<file path="config.mk">
export PLATFORM = sky130hd
export DESIGN_NAME = reduction_stream_acc_flat
export DESIGN_NICKNAME = d
export VERILOG_FILES = /design/src/rtl/reduction_stream_acc_pkg.sv /design/src/rtl/reduction_stream_acc_if.sv /design/src/rtl/reduction_stream_acc_word.sv /design/src/rtl/reduction_stream_acc.sv /design/src/flat_wrapper.sv
export SDC_FILE = /design/constraint.sdc
export NUM_CORES = 1
export LEC_CHECK = 0
export BUFFER_PORTS_ARGS = -buffer_cell sky130_fd_sc_hd__clkbuf_2
export CORE_AREA = 2 2 39 41
export DETAILED_ROUTE_END_ITERATION = 6
export DIE_AREA = 0 0 41 43
export GPL_TIMING_DRIVEN = 0
export PLACE_DENSITY_LB_ADDON = 0.25
export SYNTH_ARGS = -nofsm -noshare
export SYNTH_HDL_FRONTEND = slang
export SYNTH_SLANG_ARGS = --single-unit
</file>
<file path="constraint.sdc">
create_clock -name clk -period 2.9 [get_ports clk]
set_clock_uncertainty 0.05 [all_clocks]
set_input_delay 0.145 -clock clk [delete_from_list [all_inputs] [get_ports clk]]
set_output_delay 0.145 -clock clk [all_outputs]
set_load 0.01 [all_outputs]
</file>
<file path="src/rtl/reduction_stream_acc_pkg.sv">
// Shared types and constants for the per-frame reduction accumulator.
// FRAME_LEN_EN (when defined) adds a saturating per-frame word count.
package reduction_stream_acc_pkg;
  localparam int W_DEF     = 4;
  localparam int LEN_W_DEF = 8;

  typedef enum logic [1:0] {
    ST_IDLE = 2'd0,
    ST_ACC  = 2'd1,
    ST_HOLD = 2'd2
  } state_e;

  localparam logic ACC_AND_INIT = 1'b1;
  localparam logic ACC_OR_INIT  = 1'b0;
  localparam logic ACC_XOR_INIT = 1'b0;
endpackage

</file>
<file path="src/rtl/reduction_stream_acc_if.sv">
// Word-in / result-out stream bundle. out_len exists only with FRAME_LEN_EN.
interface reduction_stream_acc_if #(
  parameter int W     = 4,
  parameter int LEN_W = 8
);
  logic [W-1:0]     in_data;
  logic             in_valid;
  logic             in_last;
  logic             in_ready;
  logic             out_and;
  logic             out_or;
  logic             out_xor;
  logic             out_valid;
  logic             out_ready;
`ifdef FRAME_LEN_EN
  logic [LEN_W-1:0] out_len;
`endif

  modport master (
    output in_data, in_valid, in_last, out_ready,
    input  in_ready, out_and, out_or, out_xor, out_valid
`ifdef FRAME_LEN_EN
    , input out_len
`endif
  );

  modport slave (
    input  in_data, in_valid, in_last, out_ready,
    output in_ready, out_and, out_or, out_xor, out_valid
`ifdef FRAME_LEN_EN
    , output out_len
`endif
  );
endinterface

</file>
<file path="src/rtl/reduction_stream_acc_word.sv">
// Combinational AND/OR/XOR reduction of one W-bit word.
module reduction_word #(
  parameter int W = 4
) (
  input  logic [W-1:0] w,
  output logic         r_and,
  output logic         r_or,
  output logic         r_xor
);
  assign r_and = &w;
  assign r_or  = |w;
  assign r_xor = ^w;
endmodule

</file>
<file path="src/rtl/reduction_stream_acc.sv">
// Accumulates AND/OR/XOR over all bits of a frame and holds one result per frame.
// Define FRAME_LEN_EN to also report the (saturating) word count as out_len.
module reduction_stream_acc
  import reduction_stream_acc_pkg::*;
#(
  parameter int W     = W_DEF,
  parameter int LEN_W = LEN_W_DEF
) (
  input  logic                   clk,
  input  logic                   rst,
  reduction_stream_acc_if.slave  s
);
  state_e state_q, state_d;
  logic   acc_and_q, acc_and_d, acc_or_q, acc_or_d, acc_xor_q, acc_xor_d;
  logic   out_and_q, out_and_d, out_or_q, out_or_d, out_xor_q, out_xor_d;
  logic   out_valid_q, out_valid_d;
  logic   w_and, w_or, w_xor;
  logic   in_ready, accept, from_acc;
  logic   c_and, c_or, c_xor;

  reduction_word #(.W(W)) u_word (
    .w     (s.in_data),
    .r_and (w_and),
    .r_or  (w_or),
    .r_xor (w_xor)
  );

`ifdef FRAME_LEN_EN
  localparam logic [LEN_W-1:0] LEN_MAX = '1;
  logic [LEN_W-1:0] cnt_q, cnt_d, len_q, len_d, cnt_base, cnt_inc;
`endif

  always_comb begin
    in_ready = (state_q != ST_HOLD) || s.out_ready;
    accept   = s.in_valid && in_ready;
    // Only an open frame contributes history; IDLE/HOLD start fresh.
    from_acc = (state_q == ST_ACC);
    c_and    = (from_acc ? acc_and_q : ACC_AND_INIT) & w_and;
    c_or     = (from_acc ? acc_or_q  : ACC_OR_INIT)  | w_or;
    c_xor    = (from_acc ? acc_xor_q : ACC_XOR_INIT) ^ w_xor;

    state_d   = state_q;
    acc_and_d = acc_and_q;
    acc_or_d  = acc_or_q;
    acc_xor_d = acc_xor_q;
    out_and_d = out_and_q;
    out_or_d  = out_or_q;
    out_xor_d = out_xor_q;

    if (state_q == ST_HOLD && s.out_ready) state_d = ST_IDLE;
    if (accept) begin
      if (s.in_last) begin
        out_and_d = c_and;
        out_or_d  = c_or;
        out_xor_d = c_xor;
        acc_and_d = ACC_AND_INIT;
        acc_or_d  = ACC_OR_INIT;
        acc_xor_d = ACC_XOR_INIT;
        state_d   = ST_HOLD;
      end else begin
        acc_and_d = c_and;
        acc_or_d  = c_or;
        acc_xor_d = c_xor;
        state_d   = ST_ACC;
      end
    end
    out_valid_d = (state_d == ST_HOLD);
  end

  always_ff @(posedge clk or posedge rst) begin
    if (rst) begin
      state_q     <= ST_IDLE;
      acc_and_q   <= ACC_AND_INIT;
      acc_or_q    <= ACC_OR_INIT;
      acc_xor_q   <= ACC_XOR_INIT;
      out_and_q   <= 1'b0;
      out_or_q    <= 1'b0;
      out_xor_q   <= 1'b0;
      out_valid_q <= 1'b0;
    end else begin
      state_q     <= state_d;
      acc_and_q   <= acc_and_d;
      acc_or_q    <= acc_or_d;
      acc_xor_q   <= acc_xor_d;
      out_and_q   <= out_and_d;
      out_or_q    <= out_or_d;
      out_xor_q   <= out_xor_d;
      out_valid_q <= out_valid_d;
    end
  end

`ifdef FRAME_LEN_EN
  always_comb begin
    cnt_base = from_acc ? cnt_q : '0;
    cnt_inc  = (cnt_base == LEN_MAX) ? LEN_MAX : cnt_base + 1'b1;
    cnt_d    = cnt_q;
    len_d    = len_q;
    if (accept) begin
      if (s.in_last) begin
        len_d = cnt_inc;
        cnt_d = '0;
      end else begin
        cnt_d = cnt_inc;
      end
    end
  end

  always_ff @(posedge clk or posedge rst) begin
    if (rst) begin
      cnt_q <= '0;
      len_q <= '0;
    end else begin
      cnt_q <= cnt_d;
      len_q <= len_d;
    end
  end

  assign s.out_len = len_q;
`endif

  assign s.in_ready  = in_ready;
  assign s.out_and   = out_and_q;
  assign s.out_or    = out_or_q;
  assign s.out_xor   = out_xor_q;
  assign s.out_valid = out_valid_q;
endmodule

</file>
<file path="src/flat_wrapper.sv">
// flat-port wrapper written by rule: the top's interface ports become plain ports
module reduction_stream_acc_flat import reduction_stream_acc_pkg::*;
#(
  parameter int W     = W_DEF,
  parameter int LEN_W = LEN_W_DEF
)
  (clk, rst, s_in_data, s_in_valid, s_in_last, s_out_ready, s_in_ready, s_out_and, s_out_or, s_out_xor, s_out_valid);
  reduction_stream_acc_if #(.W(W), .LEN_W(LEN_W)) s_i ();
  input  logic clk;
  input  logic rst;
  input wire logic [$bits(s_i.in_data)-1:0] s_in_data;
  input wire logic [$bits(s_i.in_valid)-1:0] s_in_valid;
  input wire logic [$bits(s_i.in_last)-1:0] s_in_last;
  input wire logic [$bits(s_i.out_ready)-1:0] s_out_ready;
  output wire logic [$bits(s_i.in_ready)-1:0] s_in_ready;
  output wire logic [$bits(s_i.out_and)-1:0] s_out_and;
  output wire logic [$bits(s_i.out_or)-1:0] s_out_or;
  output wire logic [$bits(s_i.out_xor)-1:0] s_out_xor;
  output wire logic [$bits(s_i.out_valid)-1:0] s_out_valid;
  assign s_i.in_data = s_in_data;
  assign s_i.in_valid = s_in_valid;
  assign s_i.in_last = s_in_last;
  assign s_i.out_ready = s_out_ready;
  assign s_in_ready = s_i.in_ready;
  assign s_out_and = s_i.out_and;
  assign s_out_or = s_i.out_or;
  assign s_out_xor = s_i.out_xor;
  assign s_out_valid = s_i.out_valid;
  reduction_stream_acc #(.W(W), .LEN_W(LEN_W)) u_core (.clk(clk), .rst(rst), .s(s_i));
endmodule
</file>
# After elaboration in Yosys (flattened, before gate mapping)
# Index checks and enable logic that the tools add are counted.
dict set report classes {
  eq_ne 4
  mux 9
  n_bitwise 3
  reduce_logical 7
}
# op n
set ops {}
lappend ops {{1-bit 2-to-1 mux} 6}
lappend ops {{2-bit 2-to-1 mux} 3}
lappend ops {{2-bit equality test (second input constant)} 2}
lappend ops {{4-bit AND reduction} 1}
lappend ops {{4-bit OR reduction} 1}
lappend ops {{4-bit parity} 1}
lappend ops {{2-bit by 1-bit equality test with 1-bit output (second input constant)} 1}
lappend ops {{1-bit logical AND} 2}
lappend ops {{2-bit != test (second input constant)} 1}
lappend ops {{2-bit AND reduction} 1}
lappend ops {{1-bit bitwise AND} 1}
lappend ops {{1-bit logical OR} 1}
lappend ops {{1-bit OR} 1}
lappend ops {{1-bit bitwise XOR} 1}
dict set report word_totals {
  regBits 9
  elab_cells 31
}

# Logic depth before layout (Yosys ltp)
dict set report depth {
  depth_word 5
  mapped_depth 5
}

# Cells and area by module
# A second synthesis with hierarchy kept.
dict set report unflattened {
  cells_unflattened 52
  area_unflattened_um2 531.8
}
# module n_inst cells_per_inst area_each_um2 seq_area_each_um2
set by_module_without_submodules {}
lappend by_module_without_submodules {reduction_stream_acc 1 41 447.9 226.5}
lappend by_module_without_submodules {reduction_word 1 11 83.8 0.0}

# Least setup slack after synthesis
# No wires, ideal clock.
dict set report synth_path {
  path_type {reg2reg}
  start {reg u_core.state_q[0]}
  end {reg u_core.acc_xor_q}
  setup_time_ps 126
  arrival_ps 1380
  required_ps 2724
  setup_slack_ps 1344
  path_stages_with_launch 5
  cell_sequence {dfrtp_1 or3b_1 buf_6 and2_4 a221o_1}
}
dict set report synth_between {
  word_cells_on_any_way 7
}
# element line
set synth_rtl {}
lappend synth_rtl {{start: declaration} reduction_stream_acc.sv:13} ;# state_e state_q, state_d;
lappend synth_rtl {{start signal: assignment} reduction_stream_acc.sv:81} ;# state_q <= state_d;
lappend synth_rtl {{2-bit != test} reduction_stream_acc.sv:34} ;# in_ready = (state_q != ST_HOLD) || s.out_ready;
lappend synth_rtl {{1-bit logical OR} reduction_stream_acc.sv:34}
lappend synth_rtl {{named net s_in_ready} flat_wrapper.sv:15} ;# output wire logic [$bits(s_i.in_ready)-1:0] s_in_ready;
lappend synth_rtl {{1-bit logical AND} reduction_stream_acc.sv:35} ;# accept = s.in_valid && in_ready;
lappend synth_rtl {{end signal: assignment} reduction_stream_acc.sv:84} ;# acc_xor_q <= acc_xor_d;
lappend synth_rtl {{end: declaration} reduction_stream_acc.sv:14} ;# logic acc_and_q, acc_and_d, acc_or_q, acc_or_d, acc_xor_q, acc_xor_d;
# The timed path passes the listed nets, and every way through them passes these cells.
# A chain may end at the register's enable or synchronous reset.

# Final worst setup path
dict set report layout_path {
  start {reg u_core.state_q[0]}
  end {reg u_core.acc_xor_q}
}
dict set report layout_between {
  elab_chain_cells 4
  word_cells_on_any_way 7
}
# element line
set layout_lines {}
lappend layout_lines {{2-bit by 1-bit equality test with 1-bit output} reduction_stream_acc.sv:37} ;# from_acc = (state_q == ST_ACC);
lappend layout_lines {{1-bit 2-to-1 mux} reduction_stream_acc.sv:40} ;# c_xor = (from_acc ? acc_xor_q : ACC_XOR_INIT) ^ w_xor;
lappend layout_lines {{1-bit bitwise XOR} reduction_stream_acc.sv:40}
lappend layout_lines {{1-bit 2-to-1 mux} reduction_stream_acc.sv:52} ;# if (s.in_last) begin
# Parallel ways exist; a longest one is shown, timed or not.

==> flow_summary.ini <==
[hold_path]
whs_path_depth = 3
min_from = s_in_valid
min_path_type = input port to flop
whs_endpoint = u_core.s.out_or

[setup_path]
worstReg2RegEnd = u_core.acc_xor_q
startpoint_type = flop
critPathKind = flop to flop
slowest_delay_ps = 440
cpMaxStageDelayCell = dfrtp_1
worstRegToRegCells = 4
rr_startpoint = u_core.state_q[0]
cp-end-kind = flop
r2r_slack_ps = 1270
crit_path_cell_trace = or3b_1 -> buf_6 -> and2_4 -> a221o_1
path_delay_family = simple AND/OR/NAND/NOR gates
cp.arrival_ps = 1730
cp.required_ps = 2990
critical_path_buf_inv_count = 1
cp_max_fo = 8

[layout]
fin_cells = 85
layout-area-overhead-vs-synth_pct = 21.5
drive_above_1_share_pct = 31.9
nFillCells = 142
diodes = 0
nNetsFinal = 83

[clock_network]
clock-sinks = 9
tritoncts = done
htreeDepth = 1
root_buffer = clkbuf_4
cts-buffers-inserted = 3
clk_pin_slew_ps = 60
cts_max_path_buffers = 2
clk-insertion-delay-late_ps = 260
cts_resized = 0

[pwr]
p_per_area_mw_per_mm2 = 544
power.leakage_nw = 0.321
vdd_ir_drop_max_mv = 0.187

[logic_synthesis]
synth_area_leaders = dfrtp_1 (37%), ha_1 (9.3%), dfstp_2 (4.9%)
synth_cell_types = 31
async_flop_share_pct = 100
yosysTopAreaCell = dfrtp_1
yosysSeqAreaShare_pct = 41.9
synth_commonest_cells = dfrtp_1 (8), inv_1 (6), ha_1 (4)
ys_ff_latch = 9
synth_ff_type = dfrtp_1
synth_fp_nets = 65
syn_area_per_cell_um2 = 10.4
syn_area_um2 = 541
synth.most_common_cell = dfrtp_1
yosys_warnings = 0
synth_edf_count = 0
synth_top_area_share_pct = 37.0
synth_cells = 52

[timing]
setup_viol = 0
period_minus_slack_ps = 1630
max_freq_mhz = 612
final-max-slew-violation-count = 0
rsz0062_at_grt = false
relSlewSlack_pct = 73.1
worst_pin_slew_ps = 403
tns_ps = 0
fin_crit_sh_pct = 56.3
final_hold_viol_count = 0

[floorplanning]
core_mm2 = 0.00138
ioPinCount = 14
die_h_um = 43
start_util_pct = 39.1
num_rows = 14
die_w_um = 41
die-area_mm2 = 0.00176

[routing]
vias_per_cell = 5.18
post_drt_wl_per_cell_um = 11.4
post-route-drc-count = 0
vias = 440
antenna_left = 0
drt_iter0_drc = 19
wl_um = 968
firstDrtPassIters = 4

[placement]
dp_hpwl_um = 741
dp.cells = 80
portBuffers = 12
routabilityCongestion = 0.732

[job]
maxCapViolCount = 0

[global_routing]
busiest_layer = met1
met2_usage_pct = 16.9
grt_pass1_vias = 379
grt_use_met1_pct = 17.9
grt_usage_pct = 13.1
grt-ovfl-total = 0
grt_pass1_wl_um = 1510
grt_max_degree = 11
antenna_found_initial = 0
grt_use_met3_pct = 1.57

[status]
outcome = complete, no violations
==> layout by cell type, fill, tap and decap left out, types with 2 or more instances in the layout <==
| cell | netlist | routed |
|---|---|---|
| a31oi_1 | 3 | 3 |
| clkbuf_1 | 1 | 2 |
| clkbuf_2 | 0 | 12 |
| clkbuf_4 | 0 | 3 |
| dfrtp_1 | 8 | 8 |
| ha_1 | 4 | 4 |
| inv_1 | 6 | 6 |
| mux2_2 | 2 | 2 |
| nand2_1 | 3 | 3 |
| xnor2_1 | 2 | 2 |
==> stage by stage <==
stage	area, um^2	setup WS [ps]	total power [mW]	hold slack, ps	utilization, %
after detailed placement	621	1270	0.263	66.5	44.8
final	657	1270	0.358	182	47.5
after CTS	657	1260	0.364	168	47.5
after global routing	657	1220	0.380	189	47.5
after floorplan	541	1340	0.234	-77.8	-
after global placement	621	1290	0.260	60.8	44.8
==> per-layer routing <==
layer	wire length (um)	part of all wire [%]	vias to the layer above
li1	-	-	217
met1	462	48	203
met2	438	45	18
met3	54	5.6	2
met4	12	1.2	0
met5	0	0	-
==> sequential cells by signal (all words and copies together) (netlist names) <==
register            flops
u_core.s.out_and        1
u_core.acc_or_q         1
u_core.state_q          2
u_core.s.out_xor        1
u_core.acc_xor_q        1
u_core.s.out_valid      1
u_core.s.out_or         1
u_core.acc_and_q        1
==> power breakdown <==
group / total (mW) / switching [mW] / internal [mW] / leakage, nW
combinational: 0.0960 / 0.0445 / 0.0515 / 0.198
clock: 0.0964 / 0.0434 / 0.0530 / 0.0150
sequential: 0.165 / 0.0157 / 0.150 / 0.107
==> cell type report <==
type | count | area, um^2 | area share (%)
buffer | 3 | 18.8 | 2.86
clock buffer | 4 | 26.3 | 4.00
inverter | 6 | 22.5 | 3.43
multi-input combinational | 34 | 273 | 41.5
sequential | 9 | 226 | 34.5
tap | 16 | 20.0 | 3.05
timing repair buffer | 13 | 70.1 | 10.7
==> tightest hold or removal path, delay by kind of cell <==
kind	cells	cell delay, ps
AOI/OAI and AO/OA	1	70
buffers and inverters	1	90
and+or+nand+nor	1	150
==> timing repair <==
item                                   in CTS  in global routing
hold buffers                                1                  0
endpoints found under the hold margin       8                  0
buffers inserted                            0                  0
==> logic make-up after synthesis <==
family	synth area share, %
AO/OA/AOI/OAI	16.9
XOR/XNOR	4.86
buffers and inverters	7.64
adder cells (fa/ha/maj)	9.26
multiplexers	6.02
flip-flops	41.9
AND/OR/NAND/NOR	13.4
==> worst max-delay path by stage <==
stage                            end  slack [ps]              start  cells after the start
global route        u_core.acc_xor_q        1220  u_core.state_q[0]                      4
CTS                 u_core.acc_xor_q        1260  u_core.state_q[0]                      4
floorplan           u_core.acc_xor_q        1340  u_core.state_q[0]                      4
detailed placement  u_core.acc_xor_q        1270  u_core.state_q[0]                      4
finish              u_core.acc_xor_q        1270  u_core.state_q[0]                      4
global placement    u_core.acc_xor_q        1290  u_core.state_q[0]                      4
(Power assumes the default switching activity.)
